===== src/rtl/openfire_lsu_pkg.sv =====
// Shared types and widths for the OpenFire load/store unit.
package openfire_lsu_pkg;

    localparam int unsigned DATA_W = 32;
    localparam int unsigned ADDR_W = 32;
    localparam int unsigned BE_W   = 4;
    localparam int unsigned CNT_W  = 8;

    // Access size encoding from EXECUTE; 2'b11 behaves as a word
    typedef enum logic [1:0] {
        DMEM_SIZE_BYTE = 2'b00,
        DMEM_SIZE_HALF = 2'b01,
        DMEM_SIZE_WORD = 2'b10
    } dmem_size_e;

    typedef enum logic [1:0] {
        LSU_IDLE = 2'b00,
        LSU_WAIT = 2'b01,
        LSU_RESP = 2'b10
    } lsu_state_e;

    // One outstanding bus transaction as presented on the external bus
    typedef struct packed {
        logic              we;
        logic [ADDR_W-1:0] addr;
        logic [BE_W-1:0]   be;
        logic [DATA_W-1:0] wdata;
    } bus_xact_t;

endpackage


===== src/rtl/openfire_lsu_if.sv =====
// External data-memory bus between the LSU (master) and memory (slave).
interface openfire_lsu_if;
    import openfire_lsu_pkg::*;

    logic              bus_req;
    logic              bus_we;
    logic [ADDR_W-1:0] bus_addr;
    logic [BE_W-1:0]   bus_be;
    logic [DATA_W-1:0] bus_wdata;
    logic              bus_ack;
    logic [DATA_W-1:0] bus_rdata;

    modport master (
        output bus_req, bus_we, bus_addr, bus_be, bus_wdata,
        input  bus_ack, bus_rdata
    );

    modport slave (
        input  bus_req, bus_we, bus_addr, bus_be, bus_wdata,
        output bus_ack, bus_rdata
    );
endinterface


===== src/rtl/openfire_lsu_align.sv =====
// Big-endian lane steering: byte enables, replicated store data,
// zero-extended load extraction and misalignment detection.
module openfire_lsu_align
    import openfire_lsu_pkg::*;
(
    input  logic [1:0]        addr_lo_i,
    input  logic [1:0]        size_i,
    input  logic [DATA_W-1:0] wdata_i,
    input  logic [DATA_W-1:0] rdata_i,
    output logic [BE_W-1:0]   be_c_o,
    output logic [DATA_W-1:0] wdata_c_o,
    output logic [DATA_W-1:0] rdata_c_o,
    output logic              misalign_c_o
);

    // Lane 0 (addr 0) sits in bits 31:24, so the right-shift is (3-addr)*8
    always_comb begin
        be_c_o       = '0;
        wdata_c_o    = '0;
        rdata_c_o    = '0;
        misalign_c_o = 1'b0;
        case (size_i)
            DMEM_SIZE_BYTE: begin
                be_c_o    = 4'b1000 >> addr_lo_i;
                wdata_c_o = {4{wdata_i[7:0]}};
                rdata_c_o = DATA_W'(8'(rdata_i >> {~addr_lo_i, 3'b000}));
            end
            DMEM_SIZE_HALF: begin
                be_c_o       = addr_lo_i[1] ? 4'b0011 : 4'b1100;
                wdata_c_o    = {2{wdata_i[15:0]}};
                rdata_c_o    = DATA_W'(16'(rdata_i >> {~addr_lo_i[1], 4'b0000}));
                misalign_c_o = addr_lo_i[0];
            end
            default: begin
                be_c_o       = 4'b1111;
                wdata_c_o    = wdata_i;
                rdata_c_o    = rdata_i;
                misalign_c_o = (addr_lo_i != 2'b00);
            end
        endcase
    end

endmodule


===== src/rtl/openfire_lsu.sv =====
// Load/store unit: one bus transaction per EXECUTE access, with timeout,
// misalignment trap and a held response until the pipeline consumes it.
module openfire_lsu
    import openfire_lsu_pkg::*;
#(
    parameter int unsigned TIMEOUT_CYCLES = 255
) (
    input  logic              clock,
    input  logic              reset,
    input  logic              stall,
    input  logic              dmem_re,
    input  logic              dmem_we,
    input  logic [1:0]        dmem_size,
    input  logic [ADDR_W-1:0] dmem_addr,
    input  logic [DATA_W-1:0] dmem_data_out,
    output logic              dmem_done,
    output logic [DATA_W-1:0] dmem_data_in,
    output logic              dmem_align_exc,
    output logic              dmem_bus_err,
    openfire_lsu_if.master    bus
);

    localparam logic [CNT_W-1:0] CNT_LAST = CNT_W'(TIMEOUT_CYCLES - 1);

    lsu_state_e        state_q;
    logic [CNT_W-1:0]  cnt_q;
    logic [1:0]        addr_lo_q;
    logic [1:0]        size_q;
    bus_xact_t         xact_q;
    logic              req_q;
    logic              done_q;
    logic [DATA_W-1:0] data_q;
    logic              align_q;
    logic              err_q;

    logic [1:0]        sel_addr_lo;
    logic [1:0]        sel_size;
    logic [BE_W-1:0]   be_c;
    logic [DATA_W-1:0] wdata_c;
    logic [DATA_W-1:0] rdata_c;
    logic              misalign_c;

    // Steer from the live request in IDLE, from the latched access otherwise
    assign sel_addr_lo = (state_q == LSU_IDLE) ? dmem_addr[1:0] : addr_lo_q;
    assign sel_size    = (state_q == LSU_IDLE) ? dmem_size      : size_q;

    openfire_lsu_align u_align (
        .addr_lo_i    (sel_addr_lo),
        .size_i       (sel_size),
        .wdata_i      (dmem_data_out),
        .rdata_i      (bus.bus_rdata),
        .be_c_o       (be_c),
        .wdata_c_o    (wdata_c),
        .rdata_c_o    (rdata_c),
        .misalign_c_o (misalign_c)
    );

    // Access FSM with registered bus and response outputs
    always_ff @(posedge clock or negedge reset) begin
        if (!reset) begin
            state_q   <= LSU_IDLE;
            cnt_q     <= '0;
            addr_lo_q <= '0;
            size_q    <= '0;
            xact_q    <= '0;
            req_q     <= 1'b0;
            done_q    <= 1'b0;
            data_q    <= '0;
            align_q   <= 1'b0;
            err_q     <= 1'b0;
        end else begin
            case (state_q)
                LSU_IDLE: begin
                    if (dmem_re || dmem_we) begin
                        addr_lo_q <= dmem_addr[1:0];
                        size_q    <= dmem_size;
                        if (misalign_c) begin
                            state_q <= LSU_RESP;
                            done_q  <= 1'b1;
                            align_q <= 1'b1;
                            err_q   <= 1'b0;
                            data_q  <= '0;
                        end else begin
                            state_q      <= LSU_WAIT;
                            req_q        <= 1'b1;
                            cnt_q        <= '0;
                            xact_q.we    <= dmem_we;
                            xact_q.addr  <= {dmem_addr[ADDR_W-1:2], 2'b00};
                            xact_q.be    <= be_c;
                            xact_q.wdata <= wdata_c;
                        end
                    end
                end
                LSU_WAIT: begin
                    if (bus.bus_ack) begin
                        state_q <= LSU_RESP;
                        req_q   <= 1'b0;
                        done_q  <= 1'b1;
                        align_q <= 1'b0;
                        err_q   <= 1'b0;
                        data_q  <= xact_q.we ? '0 : rdata_c;
                    end else if (cnt_q == CNT_LAST) begin
                        state_q <= LSU_RESP;
                        req_q   <= 1'b0;
                        done_q  <= 1'b1;
                        align_q <= 1'b0;
                        err_q   <= 1'b1;
                        data_q  <= '0;
                    end else begin
                        cnt_q <= cnt_q + CNT_W'(1);
                    end
                end
                LSU_RESP: begin
                    if (!stall) begin
                        state_q <= LSU_IDLE;
                        done_q  <= 1'b0;
                        align_q <= 1'b0;
                        err_q   <= 1'b0;
                        data_q  <= '0;
                    end
                end
                default: begin
                    state_q <= LSU_IDLE;
                    req_q   <= 1'b0;
                    done_q  <= 1'b0;
                end
            endcase
        end
    end

    assign dmem_done      = done_q;
    assign dmem_data_in   = data_q;
    assign dmem_align_exc = align_q;
    assign dmem_bus_err   = err_q;

    assign bus.bus_req    = req_q;
    assign bus.bus_we     = xact_q.we;
    assign bus.bus_addr   = xact_q.addr;
    assign bus.bus_be     = xact_q.be;
    assign bus.bus_wdata  = xact_q.wdata;

endmodule


===== src/flat_wrapper.sv =====
// flat-port wrapper written by rule: the top's interface ports become plain ports
module openfire_lsu_flat import openfire_lsu_pkg::*;
#(
    parameter int unsigned TIMEOUT_CYCLES = 255
)
  (clock, reset, stall, dmem_re, dmem_we, dmem_size, dmem_addr, dmem_data_out, dmem_done, dmem_data_in, dmem_align_exc, dmem_bus_err, bus_bus_req, bus_bus_we, bus_bus_addr, bus_bus_be, bus_bus_wdata, bus_bus_ack, bus_bus_rdata);
  openfire_lsu_if bus_i ();
  input  logic clock;
  input  logic reset;
  input  logic stall;
  input  logic dmem_re;
  input  logic dmem_we;
  input  logic [1:0] dmem_size;
  input  logic [ADDR_W-1:0] dmem_addr;
  input  logic [DATA_W-1:0] dmem_data_out;
  output logic dmem_done;
  output logic [DATA_W-1:0] dmem_data_in;
  output logic dmem_align_exc;
  output logic dmem_bus_err;
  output wire logic [$bits(bus_i.bus_req)-1:0] bus_bus_req;
  output wire logic [$bits(bus_i.bus_we)-1:0] bus_bus_we;
  output wire logic [$bits(bus_i.bus_addr)-1:0] bus_bus_addr;
  output wire logic [$bits(bus_i.bus_be)-1:0] bus_bus_be;
  output wire logic [$bits(bus_i.bus_wdata)-1:0] bus_bus_wdata;
  input wire logic [$bits(bus_i.bus_ack)-1:0] bus_bus_ack;
  input wire logic [$bits(bus_i.bus_rdata)-1:0] bus_bus_rdata;
  assign bus_bus_req = bus_i.bus_req;
  assign bus_bus_we = bus_i.bus_we;
  assign bus_bus_addr = bus_i.bus_addr;
  assign bus_bus_be = bus_i.bus_be;
  assign bus_bus_wdata = bus_i.bus_wdata;
  assign bus_i.bus_ack = bus_bus_ack;
  assign bus_i.bus_rdata = bus_bus_rdata;
  openfire_lsu #(.TIMEOUT_CYCLES(TIMEOUT_CYCLES)) u_core (.clock(clock), .reset(reset), .stall(stall), .dmem_re(dmem_re), .dmem_we(dmem_we), .dmem_size(dmem_size), .dmem_addr(dmem_addr), .dmem_data_out(dmem_data_out), .dmem_done(dmem_done), .dmem_data_in(dmem_data_in), .dmem_align_exc(dmem_align_exc), .dmem_bus_err(dmem_bus_err), .bus(bus_i));
endmodule

===== config.mk =====
export PLATFORM = sky130hd
export DESIGN_NAME = openfire_lsu_flat
export DESIGN_NICKNAME = d
export VERILOG_FILES = /design/src/rtl/openfire_lsu_pkg.sv /design/src/rtl/openfire_lsu_if.sv /design/src/rtl/openfire_lsu_align.sv /design/src/rtl/openfire_lsu.sv /design/src/flat_wrapper.sv
export SDC_FILE = /design/constraint.sdc
export NUM_CORES = 1
export LEC_CHECK = 0
export CORE_ASPECT_RATIO = 1.4
export CORE_UTILIZATION = 47
export DETAILED_ROUTE_END_ITERATION = 8
export PLACE_DENSITY = 0.89
export SYNTH_ARGS = -nofsm -noshare
export SYNTH_HDL_FRONTEND = slang
export SYNTH_SLANG_ARGS = --single-unit

===== constraint.sdc =====
create_clock -name clock -period 5.5 [get_ports clock]
set_input_delay 1.1 -clock clock [delete_from_list [all_inputs] [get_ports clock]]
set_output_delay 1.1 -clock clock [all_outputs]
set_load 0.02 [all_outputs]

==> results.md, run 1 <==
* Post-CTS setup buffers at 0
* Via count at ~4.5k
* Root buf cell: clkbuf_16
* DRC violations left at 0
* CTS tree: yes
* VDD IR max at ~430 µV
* Largest family of logic cells by synthesized area: compound AO/OA/AOI/OAI gates
* Crit path max-delay cell type: mux2i_2
* CP Data Required Time at 5790 ps
* Die ar. at roughly 12000 µm²
* ANT nets after route at 0
* Outcome: finished clean
* Delay-heaviest family, CP: multiplexers
* Worst-margin pin slew at about 1100 ps
* Pre-CTS setup slack at 1808 ps
* Final #Nets at around 750
* Deepest level of the CTS H-tree at 4
* Layout fillers at ~730
* Placed cell areas at 7528 µm²
* Count of flip-flops with a built-in enable after synthesis at 0
* Max-slew headroom at between 20% and 30%
* Tmin final at roughly 3400 ps
* Worst hold path type: reg -> reg
* # IOs at about 210
* Cell taking the most area after synthesis: dfrtp_1
* Layout cells sized above 1 at 15.14%
* Post-CTS Resized at 0
* Startpoint Class: flop
* Initial Utilization at just under 50%
* Non-filler cells in the finished layout at between 700 and 800
* Max Clock Skew at between 7 and 8 ps
* Placed insts at approximately 760
* Warnings from Yosys at 0
* Reg clk slew, reported paths at around 50 ps
* Hold depth at 2
* Grt total ovfl at 0
* Synth Area in XOR/XNOR at 0%
* GRT Util Overall at approximately a quarter
* Clk Latency, worst-skew pair at roughly 400 ps
* Compound-Gate Fraction of Synth Area at between 15 and 20%
* Kind of critical path: reg -> reg
* Mapped Area at roughly 5400 µm²
* DR iter-0 viols at between 200 and 250
* Floorplan Core Area at roughly 11000 µm²
* Leakage at 3.444 nW
* Total power divided by cell area at roughly 580 nW/µm²
* Final Hold Viols at 0
* Delay of the slowest critical-path stage at 930 ps
* Fraction of the mapped netlist area in adder cells at ~1.2%
* Die Y at 128.5 µm
* RSZ-0062 raised after global routing: no
* Routed WL per cell at 18.51 µm
* Post-CTS Hold Fix Bufs at 0
* Clk pwr share at 24.6%
* Antenna violations before repair at 0
* Net Sw Power at approximately 1.7 mW
* CP Depth at 6
* R2R depth at 6
* Largest net degree at the start of global routing at 77
* Final worst slack at roughly 2100 ps
* Async SR Flop Fraction at 100.0%
* Crit Path Max Fanout at 21
* Worst path cell trace: inv_1, ha_1, mux2i_2, nor3b_2, a22oi_1, a32o_1
* Clock sink total at around 120
* Syn Area/Cell at 12.27 µm²
* Setup TNS at 0 ps
* Worst path arrival time at approximately 3700 ps
* Synth Area in Simple Gates at 8.473%
* Post-synth top area share at between 50% and 60%
* Most common cell after layout, fill and taps aside: clkdlybuf4s50_1
* # port buffers at between 200 and 250
* Mux share of post-synthesis cell area at about 15%
* Max Cap Viol at 0
* Reg2reg setup slack at 2090 ps
* Most used DFF post-synth: dfrtp_1
* Max Fclk at 293.5 MHz
* Critical Path Sink Type: flop
* Post-route cell area at 8150 µm²
* CTS Buf Count at 17
* Cells after Synth at 438
* Largest cells by area after synthesis: dfrtp_1 (54%), mux2_2 (9.4%), mux2i_1 (4.7%)
* Worst hold slack at between 400 and 500 ps
* Flop pwr share at ~29%
* First-pass GRT wire length at around 24000 µm
* Switching part of the total at approximately 37%
* Slew Viols, Final at 0
* CTS Buffer Depth at 2
* Final wirelength at 14710 µm
* Setup-failing EPs final at 0
* Design internal power at around 3.0 mW
* Diode count at 0
* Via density at between 5 and 6
* Syn-to-layout area delta at 51.63%
* Commonest non-fill, non-tap cells in the layout: clkdlybuf4s50_1 (205), dfrtp_1 (117), mux2_2 (45)
* Detailed placer's ending HPWL at between 10000 and 15000 µm
* Die W at approximately 92 µm
* #FFs+latches synth at about 120
* Final worst path period share at 61.94%
* GPL Wtd Cong at slightly below 0.8
* Synth cell types at between 60 and 70
* Vias in the first global route at 4671
* Sequential area share after synthesis at 54.47%
* Router iterations before antenna repair at 5
* Comb power frac at about 47%
* Placement Rows at 45
* Worst path bufs/invs at 1
==> Yosys cell counts (all sizes together), types with 8 or more instances <==
| library cell | n |
|---|---|
| a22oi | 17 |
| a32o | 8 |
| o21ai | 35 |
| mux2 | 46 |
| o2bb2ai | 10 |
| clkbuf | 9 |
| o31ai | 12 |
| buf | 16 |
| a22o | 18 |
| mux2i | 26 |
| nor2 | 15 |
| a222oi | 8 |
| nand2 | 33 |
| dfrtp | 117 |
==> registers in the layout, summed over array words and instances, names as in the netlist <==
name	flops
u_core.bus.bus_wdata	32
u_core.dmem_bus_err	1
u_core.bus.bus_req	1
u_core.addr_lo_q	2
u_core.size_q	2
u_core.dmem_done	1
u_core.bus.bus_addr	30
u_core.state_q	2
u_core.dmem_data_in	32
u_core.dmem_align_exc	1
u_core.cnt_q	8
u_core.bus.bus_we	1
u_core.bus.bus_be	4
==> layout make-up <==
class,count,area [µm²],area share (%)
clock inverter,13,182.7,2.241
multi-input combinational,292,2311,28.35
sequential,117,2928,35.92
timing repair buffer,209,2095,25.70
inverter,5,18.77,0.2303
tap,141,176.4,2.165
clock buffer,18,439.2,5.388
==> metal layers <==
layer	GRT usage (%)	vias to the layer above	wire [µm]
li1	-	2061	-
met1	28.52	2169	5349
met2	44.79	219	7636
met3	8.452	41	1225
met4	12.87	0	502
met5	0	-	0
==> through the flow <==
stage	total power, mW	utilization, %
2_1_floorplan	2.639	-
3_3_place_gp	3.480	68.57
3_5_place_dp	3.545	68.57
4_1_cts	4.725	74.23
5_1_grt	4.940	74.23
6_report	4.701	74.23
==> logic make-up (layout without fill, tap and decap cells) <==
family | Yosys count | in the layout
flops | 117 | 117
mux | 72 | 72
compound gates | 128 | 128
buf+inv | 30 | 245
other cells | 1 | 2
simple gates | 85 | 85
fa+ha+maj | 5 | 5
==> power by group through the flow <==
stage	clock [mW]	combinational [mW]	sequential, mW
after floorplan	0	0.947	1.69
after global placement	0	2.14	1.35
after detailed placement	0	2.18	1.36
after CTS	1.17	2.20	1.35
after global routing	1.21	2.34	1.39
final	1.16	2.19	1.35
==> worst paths after layout <==
| kind | startpoint | endpoint |
|---|---|---|
| max reg2reg | u_core.state_q[0] | u_core.dmem_data_in[0] |
| min in group asynchronous | reset | u_core.bus.bus_wdata[9] |
| min | u_core.bus.bus_wdata[29] | u_core.bus.bus_wdata[29] |
| max | u_core.state_q[0] | u_core.dmem_data_in[0] |
| max in group asynchronous | reset | u_core.cnt_q[0] |
| min reg2reg | u_core.bus.bus_wdata[29] | u_core.bus.bus_wdata[29] |
==> worst reg2reg max path, cell delays in order (launching register included) <==
cell,delay (ps)
dfrtp_1,400
inv_1,90
ha_1,670
mux2i_2,930
nor3b_2,670
a22oi_1,220
a32o_1,310
(Power assumes the default switching activity.)
==> inputs of run 2 (changes only) <==
CORE_UTILIZATION = 40   (was 47)
PLACE_DENSITY = 0.81   (was 0.89)
clock period = 2.75 ns   (was 5.5 ns; I/O delays follow)
==> run 2 against run 1 <==
Against the previous run: clock power up 98%; clock skew is 2.7 ps higher; critical path depth unchanged; setup slack got worse by 1700 ps; clock-buffer cell count increased by 3; utilization decreased by 10 points; combinational power is 110% higher; worst hold slack worse by 380 ps; die area increased by 17%; largest cell class unchanged; design area up 1.7%.
==> results.md, run 2 (same netlist as run 1, synthesis figures left out) <==
* Outcome: finished clean
* CP Depth at 6 (unchanged)
* Detailed placer's ending HPWL at 11230 µm (+7.3%)
* Critical Path Start: u_core.state_q[1]
* Placed insts at 810 (+6.0%)
* Kind of critical path: reg -> reg
* Deepest level of the CTS H-tree at 4 (unchanged)
* Worst path arrival time at 2610 ps (-1090 ps)
* Routed WL per cell at 18.29 µm (-1.2%)
* Layout cells sized above 1 at 16.27% (+1.1 points)
* Delay-heaviest family, CP: simple AND/OR/NAND/NOR gates
* Crit path to: u_core.dmem_data_in[0]
* Reg area at 2928 µm² (unchanged)
* Multi-input gate area in the final layout at 2311 µm² (unchanged)
* Clk Latency, worst-skew pair at 410 ps (about the same)
* # IOs at 209 (unchanged)
* Root buf cell: clkbuf_16
* Final #Nets at 760 (+1.2%)
* Max Fclk at 432.2 MHz (+47%)
* Placed cell areas at 7667 µm² (+1.8%)
* Grt total ovfl at 0 (unchanged)
* Placement Rows at 49 (+8.9%)
* Post-CTS setup buffers at 0 (unchanged)
* Max Cap Viol at 0 (unchanged)
* Die ar. at 13910 µm² (+17%)
* DRC violations left at 0 (unchanged)
* R2R depth at 6 (unchanged)
* Final Hold Viols at 0 (unchanged)
* Highest Signal Layer: met4
* Crit Path Max Fanout at 9 (-57%)
* R2r startpoint: u_core.state_q[1]
* Worst-margin pin slew at 720.9 ps (-359.1 ps)
* Critical Path Sink Type: flop
* WL met3 at 1165 µm (-4.9%)
* Antenna violations before repair at 0 (unchanged)
* Initial Utilization at 41.36% (-7.6 points)
* Diode count at 0 (unchanged)
* Most common cell after layout, fill and taps aside: clkdlybuf4s50_1
* Post-CTS Resized at 0 (unchanged)
* Via density at 5.438 (-3.7%)
* Largest net degree at the start of global routing at 67 (-13%)
* Syn-to-layout area delta at 54.17%
* Setup TNS at 0 ps (unchanged)
* Die Y at 139.2 µm (+8.3%)
* Max-slew headroom at 51.94% (+24 points)
* CTS tree: yes
* GRT Util Overall at 22.65% (-3.3 points)
* Final wirelength at 15400 µm (+4.6%)
* Reg2reg end: u_core.dmem_data_in[0]
* Worst path cell trace: inv_1, ha_1, mux2i_2, nor3b_2, a22oi_1, a32o_1
* Layout fillers at 1046 (+44%)
* Reg2reg setup slack at 440 ps (-1660 ps)
* Final worst slack at 436.2 ps (-1657 ps)
* Post-route cell area at 8287 µm² (+1.7%)
* Crit path max-delay cell type: nor3b_2
* Post-CTS Hold Fix Bufs at 0 (unchanged)
* M1 WL at 5902 µm (+10%)
* Router iterations before antenna repair at 6 (+1)
* CP Data Required Time at 3040 ps (-2750 ps)
* Worst hold path type: in -> async
* Startpoint Class: flop
* Leakage at 3.500 nW (+1.6%)
* CTS Buffer Depth at 2 (unchanged)
* Total power divided by cell area at 1151 nW/µm² (+100%)
* ANT nets after route at 0 (unchanged)
* Delay of the slowest critical-path stage at 560 ps (-370 ps)
* Via count at 4579 (+2.0%)
* # port buffers at 206 (unchanged)
* Floorplan Core Area at 13000 µm² (+18%)
* Post-Route Utilization at 63.76% (-10 points)
* First-pass GRT wire length at 24610 µm (+4.1%)
* Worst path bufs/invs at 1 (unchanged)
* Clock sink total at 117 (unchanged)
* Max Clock Skew at 9.702 ps (+2.693 ps)
* Tmin final at 2314 ps (-1093 ps)
* Vias in the first global route at 4928 (+5.5%)
* Commonest non-fill, non-tap cells in the layout: clkdlybuf4s50_1 (205), dfrtp_1 (117), mux2_2 (45)
* Non-filler cells in the finished layout at 842 (+5.9%)
* Met2 WL at 8036 µm (+5.2%)
* Die W at 99.97 µm (+8.2%)
* Slew Viols, Final at 0 (unchanged)
* GPL Wtd Cong at 0.8123 (+3.0%)
* Setup-failing EPs final at 0 (unchanged)
* DR iter-0 viols at 263 (+9.1%)
* Pre-CTS setup slack at 207.6 ps (-1600 ps)
* Reg clk slew, reported paths at 60 ps (about the same)
* CTS Buf Count at 17 (unchanged)
* VDD IR max at 655.9 µV (+52%)
* RSZ-0062 raised after global routing: no
* Final worst path period share at 84.14% (+22 points)
-- run 2: report_power, final --
group	internal, mW	total, mW	leakage, nW	switching, mW
sequential	2.35	2.71	1.49	0.361
clock	1.50	2.30	0.296	0.804
combinational	2.16	4.53	1.72	2.37
total	6.01	9.54	3.50	3.53
-- run 2: layer usage --
metal	global-route usage, %	vias up
li1	-	2085
met1	25.63	2261
met2	39.60	208
met3	6.855	25
met4	8.772	0
met5	0	-
-- run 2: how the worst min path moves through the flow --
stage	cells past startpoint	from	endpoint	slack (ps)
final	1	reset	u_core.size_q[1]	100
after floorplan	0	reset	u_core.addr_lo_q[0]	250
after global routing	1	reset	u_core.size_q[1]	120
after CTS	1	reset	u_core.bus.bus_we	100
after detailed placement	2	u_core.bus.bus_wdata[15]	u_core.bus.bus_wdata[15]	470
after global placement	2	u_core.bus.bus_wdata[26]	u_core.bus.bus_wdata[26]	460
-- run 2: metrics by stage --
stage | hold slack [ps] | total power [mW]
global route | 123.2 | 10.01
detailed placement | 469.2 | 7.247
global placement | 461.7 | 7.106
finish | 96.20 | 9.541
floorplan | 254.4 | 5.278
CTS | 104.2 | 9.594
-- run 2: layout make-up --
type	instances	area share [%]
Sequential cell	117	35.33
Multi-Input combinational cell	292	27.89
Timing Repair Buffer	218	26.39
Clock buffer	21	5.677
Tap cell	178	2.688
Clock inverter	11	1.797
Inverter	5	0.2265
-- run 2: worst reg2reg max path, stage by stage, from the launching register on --
cell     delay (ps)
dfrtp_1         390
inv_1            90
ha_1            260
mux2i_2         400
nor3b_2         560
a22oi_1         200
a32o_1          300
